[src/rtl/mux_gate_pkg.sv]
// Shared definitions for the bit-serial gate evaluator: op codes, FSM states,
// XOR step encoding and the mux drive bundle.
package mux_gate_pkg;

  localparam logic [1:0] OP_NOT = 2'b00;
  localparam logic [1:0] OP_AND = 2'b01;
  localparam logic [1:0] OP_OR  = 2'b10;
  localparam logic [1:0] OP_XOR = 2'b11;

  typedef enum logic [1:0] {
    IDLE = 2'd0,
    EVAL = 2'd1,
    DONE = 2'd2
  } state_t;

  typedef enum logic [2:0] {
    S_NA = 3'd0,
    S_NB = 3'd1,
    S_W1 = 3'd2,
    S_W2 = 3'd3,
    S_Y  = 3'd4
  } xor_step_t;

  // One complete set of inputs for the shared 2:1 mux.
  typedef struct packed {
    logic in0;
    logic in1;
    logic sel;
  } mux_drive_t;

  // XOR is built from NOT/AND/OR sub-steps; the other ops need one mux pass.
  function automatic logic [2:0] steps_for_op(input logic [1:0] op_code);
    return (op_code == OP_XOR) ? 3'd5 : 3'd1;
  endfunction

endpackage

[src/rtl/mux_gate_sequencer_mux2to1.sv]
// The single shared 2:1 multiplexer primitive; every gate result passes through it.
module mux2to1 (
  input  logic a,
  input  logic b,
  input  logic sel,
  output logic y
);

  assign y = sel ? b : a;

endmodule

[src/rtl/mux_gate_sequencer.sv]
// Bit-serial NOT/AND/OR/XOR evaluator that time-shares one 2:1 mux, LSB first,
// one mux evaluation per clock, behind valid/ready request and result handshakes.
module mux_gate_sequencer
  import mux_gate_pkg::*;
#(
  parameter int WIDTH = 8
) (
  input  logic             clk,
  input  logic             rst_n,
  input  logic             start_valid,
  output logic             start_ready,
  input  logic [1:0]       op,
  input  logic [WIDTH-1:0] a,
  input  logic [WIDTH-1:0] b,
  output logic [WIDTH-1:0] result,
  output logic             result_valid,
  input  logic             result_ready,
  output logic             busy
);

  localparam int IDX_W = (WIDTH > 1) ? $clog2(WIDTH) : 1;
  localparam logic [IDX_W-1:0] LAST_IDX = IDX_W'(WIDTH - 1);

  state_t           state_reg,   state_next;
  logic [1:0]       op_reg,      op_next;
  logic [WIDTH-1:0] a_reg,       a_next;
  logic [WIDTH-1:0] b_reg,       b_next;
  logic [WIDTH-1:0] result_reg,  result_next;
  logic [IDX_W-1:0] bit_idx_reg, bit_idx_next;
  logic [2:0]       step_reg,    step_next;
  logic             na_reg,      na_next;
  logic             nb_reg,      nb_next;
  logic             w1_reg,      w1_next;
  logic             w2_reg,      w2_next;

  mux_drive_t drive;
  logic       mux_y;
  logic       bit_a;
  logic       bit_b;
  logic       step_last;
  logic       bit_last;

  assign bit_a     = a_reg[bit_idx_reg];
  assign bit_b     = b_reg[bit_idx_reg];
  assign step_last = (step_reg == (steps_for_op(op_reg) - 3'd1));
  assign bit_last  = (bit_idx_reg == LAST_IDX);

  // Route the mux inputs for the current op/step; constants 0/1 act as gate identities.
  always_comb begin
    drive = '0;
    unique case (op_reg)
      OP_NOT: drive = '{in0: 1'b1, in1: 1'b0,  sel: bit_a};
      OP_AND: drive = '{in0: 1'b0, in1: bit_b, sel: bit_a};
      OP_OR:  drive = '{in0: bit_b, in1: 1'b1, sel: bit_a};
      OP_XOR: begin
        unique case (step_reg)
          S_NA:    drive = '{in0: 1'b1,   in1: 1'b0,   sel: bit_a};
          S_NB:    drive = '{in0: 1'b1,   in1: 1'b0,   sel: bit_b};
          S_W1:    drive = '{in0: 1'b0,   in1: bit_b,  sel: na_reg};
          S_W2:    drive = '{in0: 1'b0,   in1: nb_reg, sel: bit_a};
          S_Y:     drive = '{in0: w2_reg, in1: 1'b1,   sel: w1_reg};
          default: drive = '0;
        endcase
      end
      default: drive = '0;
    endcase
  end

  mux2to1 u_mux (
    .a   (drive.in0),
    .b   (drive.in1),
    .sel (drive.sel),
    .y   (mux_y)
  );

  always_comb begin
    state_next   = state_reg;
    op_next      = op_reg;
    a_next       = a_reg;
    b_next       = b_reg;
    result_next  = result_reg;
    bit_idx_next = bit_idx_reg;
    step_next    = step_reg;
    na_next      = na_reg;
    nb_next      = nb_reg;
    w1_next      = w1_reg;
    w2_next      = w2_reg;

    unique case (state_reg)
      IDLE: begin
        if (start_valid) begin
          op_next      = op;
          a_next       = a;
          b_next       = b;
          result_next  = '0;
          bit_idx_next = '0;
          step_next    = '0;
          state_next   = EVAL;
        end
      end

      EVAL: begin
        // XOR intermediate steps land in the per-bit scratch registers.
        if (op_reg == OP_XOR) begin
          unique case (step_reg)
            S_NA:    na_next = mux_y;
            S_NB:    nb_next = mux_y;
            S_W1:    w1_next = mux_y;
            S_W2:    w2_next = mux_y;
            default: ;
          endcase
        end
        if (step_last) begin
          result_next[bit_idx_reg] = mux_y;
          step_next                = '0;
          if (bit_last) begin
            state_next = DONE;
          end else begin
            bit_idx_next = bit_idx_reg + 1'b1;
          end
        end else begin
          step_next = step_reg + 3'd1;
        end
      end

      DONE: begin
        if (result_ready) begin
          state_next = IDLE;
        end
      end

      default: state_next = IDLE;
    endcase
  end

  always_ff @(posedge clk or negedge rst_n) begin
    if (!rst_n) begin
      state_reg   <= IDLE;
      op_reg      <= OP_NOT;
      a_reg       <= '0;
      b_reg       <= '0;
      result_reg  <= '0;
      bit_idx_reg <= '0;
      step_reg    <= '0;
      na_reg      <= 1'b0;
      nb_reg      <= 1'b0;
      w1_reg      <= 1'b0;
      w2_reg      <= 1'b0;
    end else begin
      state_reg   <= state_next;
      op_reg      <= op_next;
      a_reg       <= a_next;
      b_reg       <= b_next;
      result_reg  <= result_next;
      bit_idx_reg <= bit_idx_next;
      step_reg    <= step_next;
      na_reg      <= na_next;
      nb_reg      <= nb_next;
      w1_reg      <= w1_next;
      w2_reg      <= w2_next;
    end
  end

  // Handshake outputs depend only on registered state.
  assign start_ready  = (state_reg == IDLE);
  assign busy         = (state_reg == EVAL) || (state_reg == DONE);
  assign result_valid = (state_reg == DONE);
  assign result       = result_reg;

endmodule

[config.mk]
export PLATFORM = sky130hd
export DESIGN_NAME = mux_gate_sequencer
export DESIGN_NICKNAME = d
export VERILOG_FILES = /design/src/rtl/mux_gate_pkg.sv /design/src/rtl/mux_gate_sequencer_mux2to1.sv /design/src/rtl/mux_gate_sequencer.sv
export SDC_FILE = /design/constraint.sdc
export NUM_CORES = 1
export LEC_CHECK = 0
export ABC_AREA = 1
export BUFFER_PORTS_ARGS = -buffer_cell sky130_fd_sc_hd__buf_4
export CAP_MARGIN = 10
export CORE_ASPECT_RATIO = 1.5
export CORE_MARGIN = 10
export CORE_UTILIZATION = 46
export CTS_CLUSTER_DIAMETER = 80
export DETAILED_ROUTE_END_ITERATION = 8
export GPL_TIMING_DRIVEN = 0
export HOLD_SLACK_MARGIN = 0.05
export PLACE_DENSITY = 0.78
export SLEW_MARGIN = 20
export SYNTH_ARGS = -nofsm -noshare
export SYNTH_HDL_FRONTEND = slang
export SYNTH_SLANG_ARGS = --single-unit
[constraint.sdc]
create_clock -name clk -period 1.5 [get_ports clk]
set_input_delay 0.075 -clock clk [delete_from_list [all_inputs] [get_ports clk]]
set_output_delay 0.075 -clock clk [all_outputs]
set_load 0.005 [all_outputs]
## After elaboration in Yosys (flattened, before gate mapping)

Cells that the tools add are included.

- Bits of input ports: 22
- Output and inout bits: 11
- Register bits: 38

- Magnitude comparators: 2
- Add/sub/neg operators: 3
- Equality and inequality tests: 16
- Reductions and logical operators: 15
- Multiplexer cells: 25

Operator list:

| cell | count |
|---|---|
| two-way mux 8 bit | 2 |
| case mux 8 bit (2 select lines) | 1 |
| two-way mux 3 bit | 5 |
| case mux 3 bit (5 select lines) | 1 |
| AND reduction 3 bit | 5 |
| case mux 3 bit (2 select lines) | 2 |
| case mux 3 bit (4 select lines) | 1 |
| bitwise mux 8 bit | 1 |
| two-way mux 2 bit | 4 |
| != test 2 bit, second input constant | 4 |
| AND reduction 4 bit | 2 |
| adder 3 x 1 -> 3 bit, second input constant | 2 |
| binary-select mux 1 bit (select 3 bit) | 2 |
| == test 2 bit, second input constant | 3 |
| == test 3 x 2 -> 1 bit, second input constant | 2 |
| == test 3 bit, second input constant | 2 |
| case mux 2 bit (3 select lines) | 1 |
| == test 2 x 1 -> 1 bit, second input constant | 2 |
| logical NOT 2 bit | 2 |
| less-than comparator 3 x 4 -> 1 bit, second input constant | 1 |
| two-way mux 1 bit | 4 |
| AND reduction 2 bit | 2 |
| demux 1 bit (select 3 bit) | 1 |
| == test 3 x 1 -> 1 bit, second input constant | 1 |
| other kinds (8) | 8 |

## Depth between registers and ports, before layout

- Depth after elaboration: 8
- Mapped depth: 18
- Gate-level depth less buffers: 15

## Hierarchy

From an unflattened synthesis, not the netlist that was laid out.

- Cell total of the unflattened synthesis: 286
- Area, all modules: 2160.8 sq um

Modules (own cells, without submodules):

| module | area each (sq um) | instances | cells an instance |
|---|---|---|---|
| mux_gate_sequencer | 2145.8 | 1 | 282 |
| mux2to1 | 15.0 | 1 | 4 |

## Least setup slack after synthesis

No wires, ideal clock.

- Path type: register to register
- From: register bit_idx_reg[0]
- To: register result_reg[0] (netlist: result[0])
- Arrival: 1.509 ns
- Path buffers: 3
- Required time: 1.377 ns
- Slack: -0.132 ns
- Cell stages (with the launch flop): 18
- Setup time: 0.123 ns
- Path through: dfrtp_1 -> buf_6 -> inv_6 -> buf_6 -> nand2_2 -> nand3b_1 -> nand2_1 -> inv_2 -> nand2_4 -> nand2_2 -> nand3_2 -> nand2_2 -> nand2_1 -> nand2_1 -> nand2_2 -> buf_6 -> nand2_2 -> nand2_1

- Cells in the longest elaborated chain, start to end: 8

RTL lines:

| item | line | RTL |
|---|---|---|
| start, declared | mux_gate_sequencer.sv:29 | `logic [IDX_W-1:0] bit_idx_reg, bit_idx_next;` |
| start signal, assigned | mux_gate_sequencer.sv:155 | `bit_idx_reg <= bit_idx_next;` |
| binary-select mux 1 bit (select 3 bit), on equally long branches | mux_gate_sequencer.sv:44, mux_gate_sequencer.sv:43 |  |
| two-way mux 1 bit, on equally long branches | mux_gate_sequencer.sv:44, mux_gate_sequencer.sv:43 |  |
| case mux 3 bit (5 select lines) | mux_gate_sequencer.sv:56 | `unique case (step_reg)` |
| case mux 3 bit (4 select lines) | mux_gate_sequencer.sv:51 | `unique case (op_reg)` |
| two-way mux 1 bit | mux_gate_sequencer_mux2to1.sv:9 | `assign y = sel ? b : a;` |
| bitwise mux 8 bit (*) | mux_gate_sequencer.sv:114 | `result_next[bit_idx_reg] = mux_y;` |
| two-way mux 8 bit (*) | mux_gate_sequencer.sv:113 | `if (step_last) begin` |
| case mux 8 bit (2 select lines) (*) | mux_gate_sequencer.sv:89 | `unique case (state_reg)` |
| end signal, assigned | mux_gate_sequencer.sv:154 | `result_reg <= result_next;` |
| end, declared | mux_gate_sequencer.sv:28 | `logic [WIDTH-1:0] result_reg, result_next;` |

Mark *: on every way between the ends. The rest lies on a longest branch, timed or not. The select of a mux whose other input is x is not followed.
A chain may end at the register's enable or synchronous reset.

## Worst setup path after layout

- From: register bit_idx_reg[0]
- To: register result_reg[2] (netlist: result[2])

Same word-level chain as after synthesis.

==> report_table.html <==
<table>
<tr><th>Metric</th><th>Value</th></tr>
<tr><th colspan="2">Yosys</th></tr>
<tr><td>Cell area after technology mapping</td><td>0.00218 mm2</td></tr>
<tr><td>XOR/XNOR share of the synthesized area</td><td>0.00401</td></tr>
<tr><td>Count of distinct cell types in the synthesized netlist</td><td>25</td></tr>
<tr><td>Synth Register Bits</td><td>38</td></tr>
<tr><td>Simple-gate area share of the yosys netlist</td><td>0.320</td></tr>
<tr><td>Share of Yosys cell area claimed by the top area cell type</td><td>0.436</td></tr>
<tr><td>Syn nets</td><td>between 300 and 400</td></tr>
<tr><td>Compound-gate portion of the synthesized area</td><td>0.0917</td></tr>
<tr><td>Primary flip-flop cell chosen by synthesis mapping</td><td>sky130_fd_sc_hd__dfrtp_1</td></tr>
<tr><td>Share of flip-flops with an asynchronous set or reset</td><td>1.00</td></tr>
<tr><td>Top-count cell post-synth</td><td>sky130_fd_sc_hd__nand2_1</td></tr>
<tr><td>Post-synthesis adder-cell area fraction</td><td>0.0573</td></tr>
<tr><td>Number of synthesized flops with an enable pin</td><td>0</td></tr>
<tr><td>Syn Inst Count</td><td>slightly below 300</td></tr>
<tr><td>Most frequent cells after synthesis</td><td>sky130_fd_sc_hd__nand2_1, sky130_fd_sc_hd__dfrtp_1, sky130_fd_sc_hd__inv_1</td></tr>
<tr><td>Mean post-synth cell area</td><td>~7.6 um2</td></tr>
<tr><td>Warning count from the yosys run</td><td>0</td></tr>
<tr><td>Share of the yosys chip area belonging to registers</td><td>0.436</td></tr>
<tr><td>Mux share of post-synthesis cell area</td><td>0</td></tr>
<tr><td>Combinational family with the most area after synthesis</td><td>simple AND/OR/NAND/NOR gates</td></tr>
<tr><td>Cells taking the most area after synthesis</td><td>sky130_fd_sc_hd__dfrtp_1, sky130_fd_sc_hd__nand2_1, sky130_fd_sc_hd__o21ai_0, sky130_fd_sc_hd__ha_1, sky130_fd_sc_hd__inv_1</td></tr>
<tr><td>Most area-hungry cell type in the Yosys netlist</td><td>sky130_fd_sc_hd__dfrtp_1</td></tr>
<tr><th colspan="2">Detailed routing</th></tr>
<tr><td>DRT iter0 DRCs</td><td>97</td></tr>
<tr><td>Antenna-violating nets left</td><td>0</td></tr>
<tr><td>Number of search-and-repair iterations in the first detailed-routing pass</td><td>4</td></tr>
<tr><td>Number of design rule violations left after detail routing</td><td>0</td></tr>
<tr><td>Via Count</td><td>~2.1k</td></tr>
<tr><td>Routed wire per std cell</td><td>13.3 um</td></tr>
<tr><td>Routed wire length</td><td>~5600 um</td></tr>
<tr><td>Vias per std cell</td><td>between 4 and 5</td></tr>
<tr><th colspan="2">Placement</th></tr>
<tr><td>Final Wtd Congestion</td><td>0.861</td></tr>
<tr><td>Placed cell count</td><td>385</td></tr>
<tr><td>Port Buffer Count</td><td>32</td></tr>
<tr><td>Hpwl dp</td><td>approximately 3600 um</td></tr>
<tr><th colspan="2">CTS</th></tr>
<tr><td>Clock Pin Slew Worst Setup and Hold Paths</td><td>about 0.070 ns</td></tr>
<tr><td>Worst-Skew Late Latency</td><td>0.29 ns</td></tr>
<tr><td>Num CTS Buffers</td><td>5</td></tr>
<tr><td>Clk Tree Root Cell</td><td>sky130_fd_sc_hd__clkbuf_8</td></tr>
<tr><td>Number of sinks driven by the clock tree</td><td>38</td></tr>
<tr><td>Clock buffer depth</td><td>2</td></tr>
<tr><td>CTS tree</td><td>built</td></tr>
<tr><td>H-tree depth</td><td>2</td></tr>
<tr><th colspan="2">Die</th></tr>
<tr><td>Initial standard-cell utilization of the core</td><td>0.477</td></tr>
<tr><td>Row count</td><td>30</td></tr>
<tr><td>Count of boundary I/O pins</td><td>33</td></tr>
<tr><td>Die Width</td><td>about 76 um</td></tr>
<tr><td>Height of the die</td><td>roughly 100 um</td></tr>
<tr><td>Core Box Area</td><td>about 0.0046 mm2</td></tr>
<tr><td>Total die area</td><td>between 0.007 and 0.008 mm2</td></tr>
<tr><th colspan="2">STA</th></tr>
<tr><td>Max Clock Skew</td><td>roughly 0.0028 ns</td></tr>
<tr><td>Count of endpoints failing setup in the final report</td><td>17</td></tr>
<tr><td>Maximum clock frequency</td><td>between 0.5 and 0.6 GHz</td></tr>
<tr><td>Post-route clock period utilization</td><td>1.19</td></tr>
<tr><td>Worst slew pin tran</td><td>0.476 ns</td></tr>
<tr><td>Final hold violations</td><td>0</td></tr>
<tr><td>Min setup slack post-route</td><td>-0.291 ns</td></tr>
<tr><td>Slew margin rel.</td><td>0.682</td></tr>
<tr><td>Pins Over Slew Limit</td><td>0</td></tr>
<tr><td>Tmin final</td><td>about 1.8 ns</td></tr>
<tr><td>Final-layout worst hold slack</td><td>around 0.18 ns</td></tr>
<tr><td>RSZ-0062 raised after global routing</td><td>yes</td></tr>
<tr><th colspan="2">Power and ir drop</th></tr>
<tr><td>Power Total</td><td>around 0.006 W</td></tr>
<tr><td>Static power due to leakage</td><td>1.59 nW</td></tr>
<tr><td>Largest voltage drop on the vdd net</td><td>0.000989 V</td></tr>
<tr><td>Power density relative to cell area</td><td>~1900 mW/mm2</td></tr>
<tr><th colspan="2">Global routing</th></tr>
<tr><td>Total global routing track utilization</td><td>0.142</td></tr>
<tr><td>Initial antenna violation count</td><td>0</td></tr>
<tr><td>Gr ovfl total</td><td>0</td></tr>
<tr><td>Via count of the first global-routing pass</td><td>2,170</td></tr>
<tr><td>Largest net degree at the start of global routing</td><td>39</td></tr>
<tr><td>Global-route wire length before repair</td><td>9720 um</td></tr>
<tr><th colspan="2">Setup path</th></tr>
<tr><td>Arrival time of data at the critical path endpoint</td><td>slightly below 2 ns</td></tr>
<tr><td>Maximum net fanout on the critical path</td><td>6</td></tr>
<tr><td>Max stage delay cell, worst path</td><td>sky130_fd_sc_hd__dfrtp_1</td></tr>
<tr><td>Category of the most critical setup path</td><td>reg -&gt; reg</td></tr>
<tr><td>Worst stage delay on the critical path</td><td>about 0.4 ns</td></tr>
<tr><td>Crit path top cell by count</td><td>sky130_fd_sc_hd__nand2_2</td></tr>
<tr><td>CP cell instances</td><td>buf_6 -&gt; inv_6 -&gt; buf_8 -&gt; nand2_2 -&gt; nand3b_1 -&gt; nand2_1 -&gt; inv_2 -&gt; nand2_4 -&gt; nand2_2 -&gt; nand3_2 -&gt; nand2_2 -&gt; nand2_2 -&gt; nand2_2 -&gt; nand2_4 -&gt; buf_8 -&gt; nand2_2 -&gt; nand2_1</td></tr>
<tr><td>Startpoint of the worst setup timing path</td><td>bit_idx_reg[0]</td></tr>
<tr><td>Worst Path Required</td><td>approximately 1.7 ns</td></tr>
<tr><td>Reg-to-reg startpoint</td><td>bit_idx_reg[0]</td></tr>
<tr><td>Critical Path Source Type</td><td>flop</td></tr>
<tr><td>Type of element capturing the critical path</td><td>flop</td></tr>
<tr><th colspan="2">Final layout</th></tr>
<tr><td>Share of cells above drive strength 1</td><td>0.323</td></tr>
<tr><td>Post-layout nets</td><td>just under 400</td></tr>
<tr><td>Synth-to-Final Area Change</td><td>40.0%</td></tr>
<tr><td>Final standard cell count with taps included and fillers excluded</td><td>420</td></tr>
<tr><td>Antenna diode count</td><td>0</td></tr>
<tr><td>End-of-flow core utilization</td><td>0.667</td></tr>
<tr><th colspan="2">Outcome</th></tr>
<tr><td>Failing checks</td><td>negative setup slack</td></tr>
<tr><td>Result of the run</td><td>finished with violations</td></tr>
<tr><th colspan="2">Hold path</th></tr>
<tr><td>Worst min-delay path class</td><td>in -&gt; reg</td></tr>
<tr><td>Beginning of the worst hold path</td><td>result_ready</td></tr>
<tr><th colspan="2">Job</th></tr>
<tr><td>Total of max-cap violations</td><td>0</td></tr>
</table>
cell usage in the layout (no fill, tap or decap), drive strengths merged:
cell	netlist	routed
a21oi	2	2
buf	3	45
bufinv	0	1
clkbuf	4	7
clkinv	1	2
dfrtp	38	38
dlygate4sd3	0	19
ha	10	10
inv	38	39
nand2	120	120
nand3	12	12
nand3b	2	2
nor2	16	16
nor3	4	4
o21ai	28	28
o221ai	5	5
o22ai	1	1
or2	4	4
xor2	1	1
final timing paths:
path,cells past startpoint,endpoint,slack [ns]
max,17,result[2],-0.29
min,4,state_reg[1],0.18
max reg2reg,17,result[2],-0.29
min reg2reg,2,a_reg[5],0.48
max in group asynchronous,2,bit_idx_reg[1],0.86
min in group asynchronous,2,a_reg[7],0.29
logic make-up (layout without fill, tap and decap cells):
| family | after synthesis | count (layout) |
|---|---|---|
| XOR/XNOR | 1 | 1 |
| AO/OA/AOI/OAI | 36 | 36 |
| flip-flops | 38 | 38 |
| adder cells (fa/ha/maj) | 10 | 10 |
| buffers and inverters | 46 | 113 |
| AND/OR/NAND/NOR | 158 | 158 |
final cells by class:
| class | instances | area, um2 |
|---|---|---|
| repair buffers | 59 | 515 |
| well taps | 64 | 80.1 |
| flip-flops and latches | 38 | 952 |
| inverters | 39 | 159 |
| fillers | 381 | 1520 |
| clock inverters | 3 | 40.0 |
| plain buffers | 7 | 66.3 |
| multi-input cells | 205 | 1170 |
| clock buffers | 5 | 68.8 |
worst max-delay path, delay by kind of cell (launching register included):
family                 cells  cell delay, ns
buffers and inverters      5            0.53
flip-flops                 1            0.39
AND/OR/NAND/NOR           12            0.74
metal layers:
layer	track usage	part of all wire	routed length, um	vias to the layer above
met5	0	0	0	-
met4	0.0467	0.019	104	0
met3	0.0216	0.023	130	10
met2	0.278	0.58	3220	31
met1	0.147	0.38	2140	1023
li1	-	-	-	1031
per-stage QoR:
| step | setup TNS (ns) | cell area, um2 | setup slack [ns] |
|---|---|---|---|
| 2_1_floorplan | -1.27 | 2190 | -0.132 |
| 3_3_place_gp | -9.27 | 2510 | -0.329 |
| 3_5_place_dp | -10.78 | 2510 | -0.377 |
| 4_1_cts | -3.13 | 2960 | -0.265 |
| 5_1_grt | -5.85 | 3060 | -0.410 |
| 6_report | -3.94 | 3060 | -0.291 |
repair_timing:
item	in CTS	in global routing
endpoints found under the hold margin	56	0
setup endpoints to repair	38	38
resized for setup	27	30
setup buffers	6	1
hold buffers	19	0
cloned	1	0
pin swaps	3	6
report_power, final:
| group | total (W) | switching, W | internal [W] | leakage (nW) |
|---|---|---|---|---|
| clock network | 0.000850 | 0.000361 | 0.000489 | 0.0579 |
| registers | 0.00160 | 0.000209 | 0.00139 | 0.493 |
| logic | 0.00350 | 0.00200 | 0.00150 | 1.04 |
No activity file was read; power rests on OpenSTA's default activity.
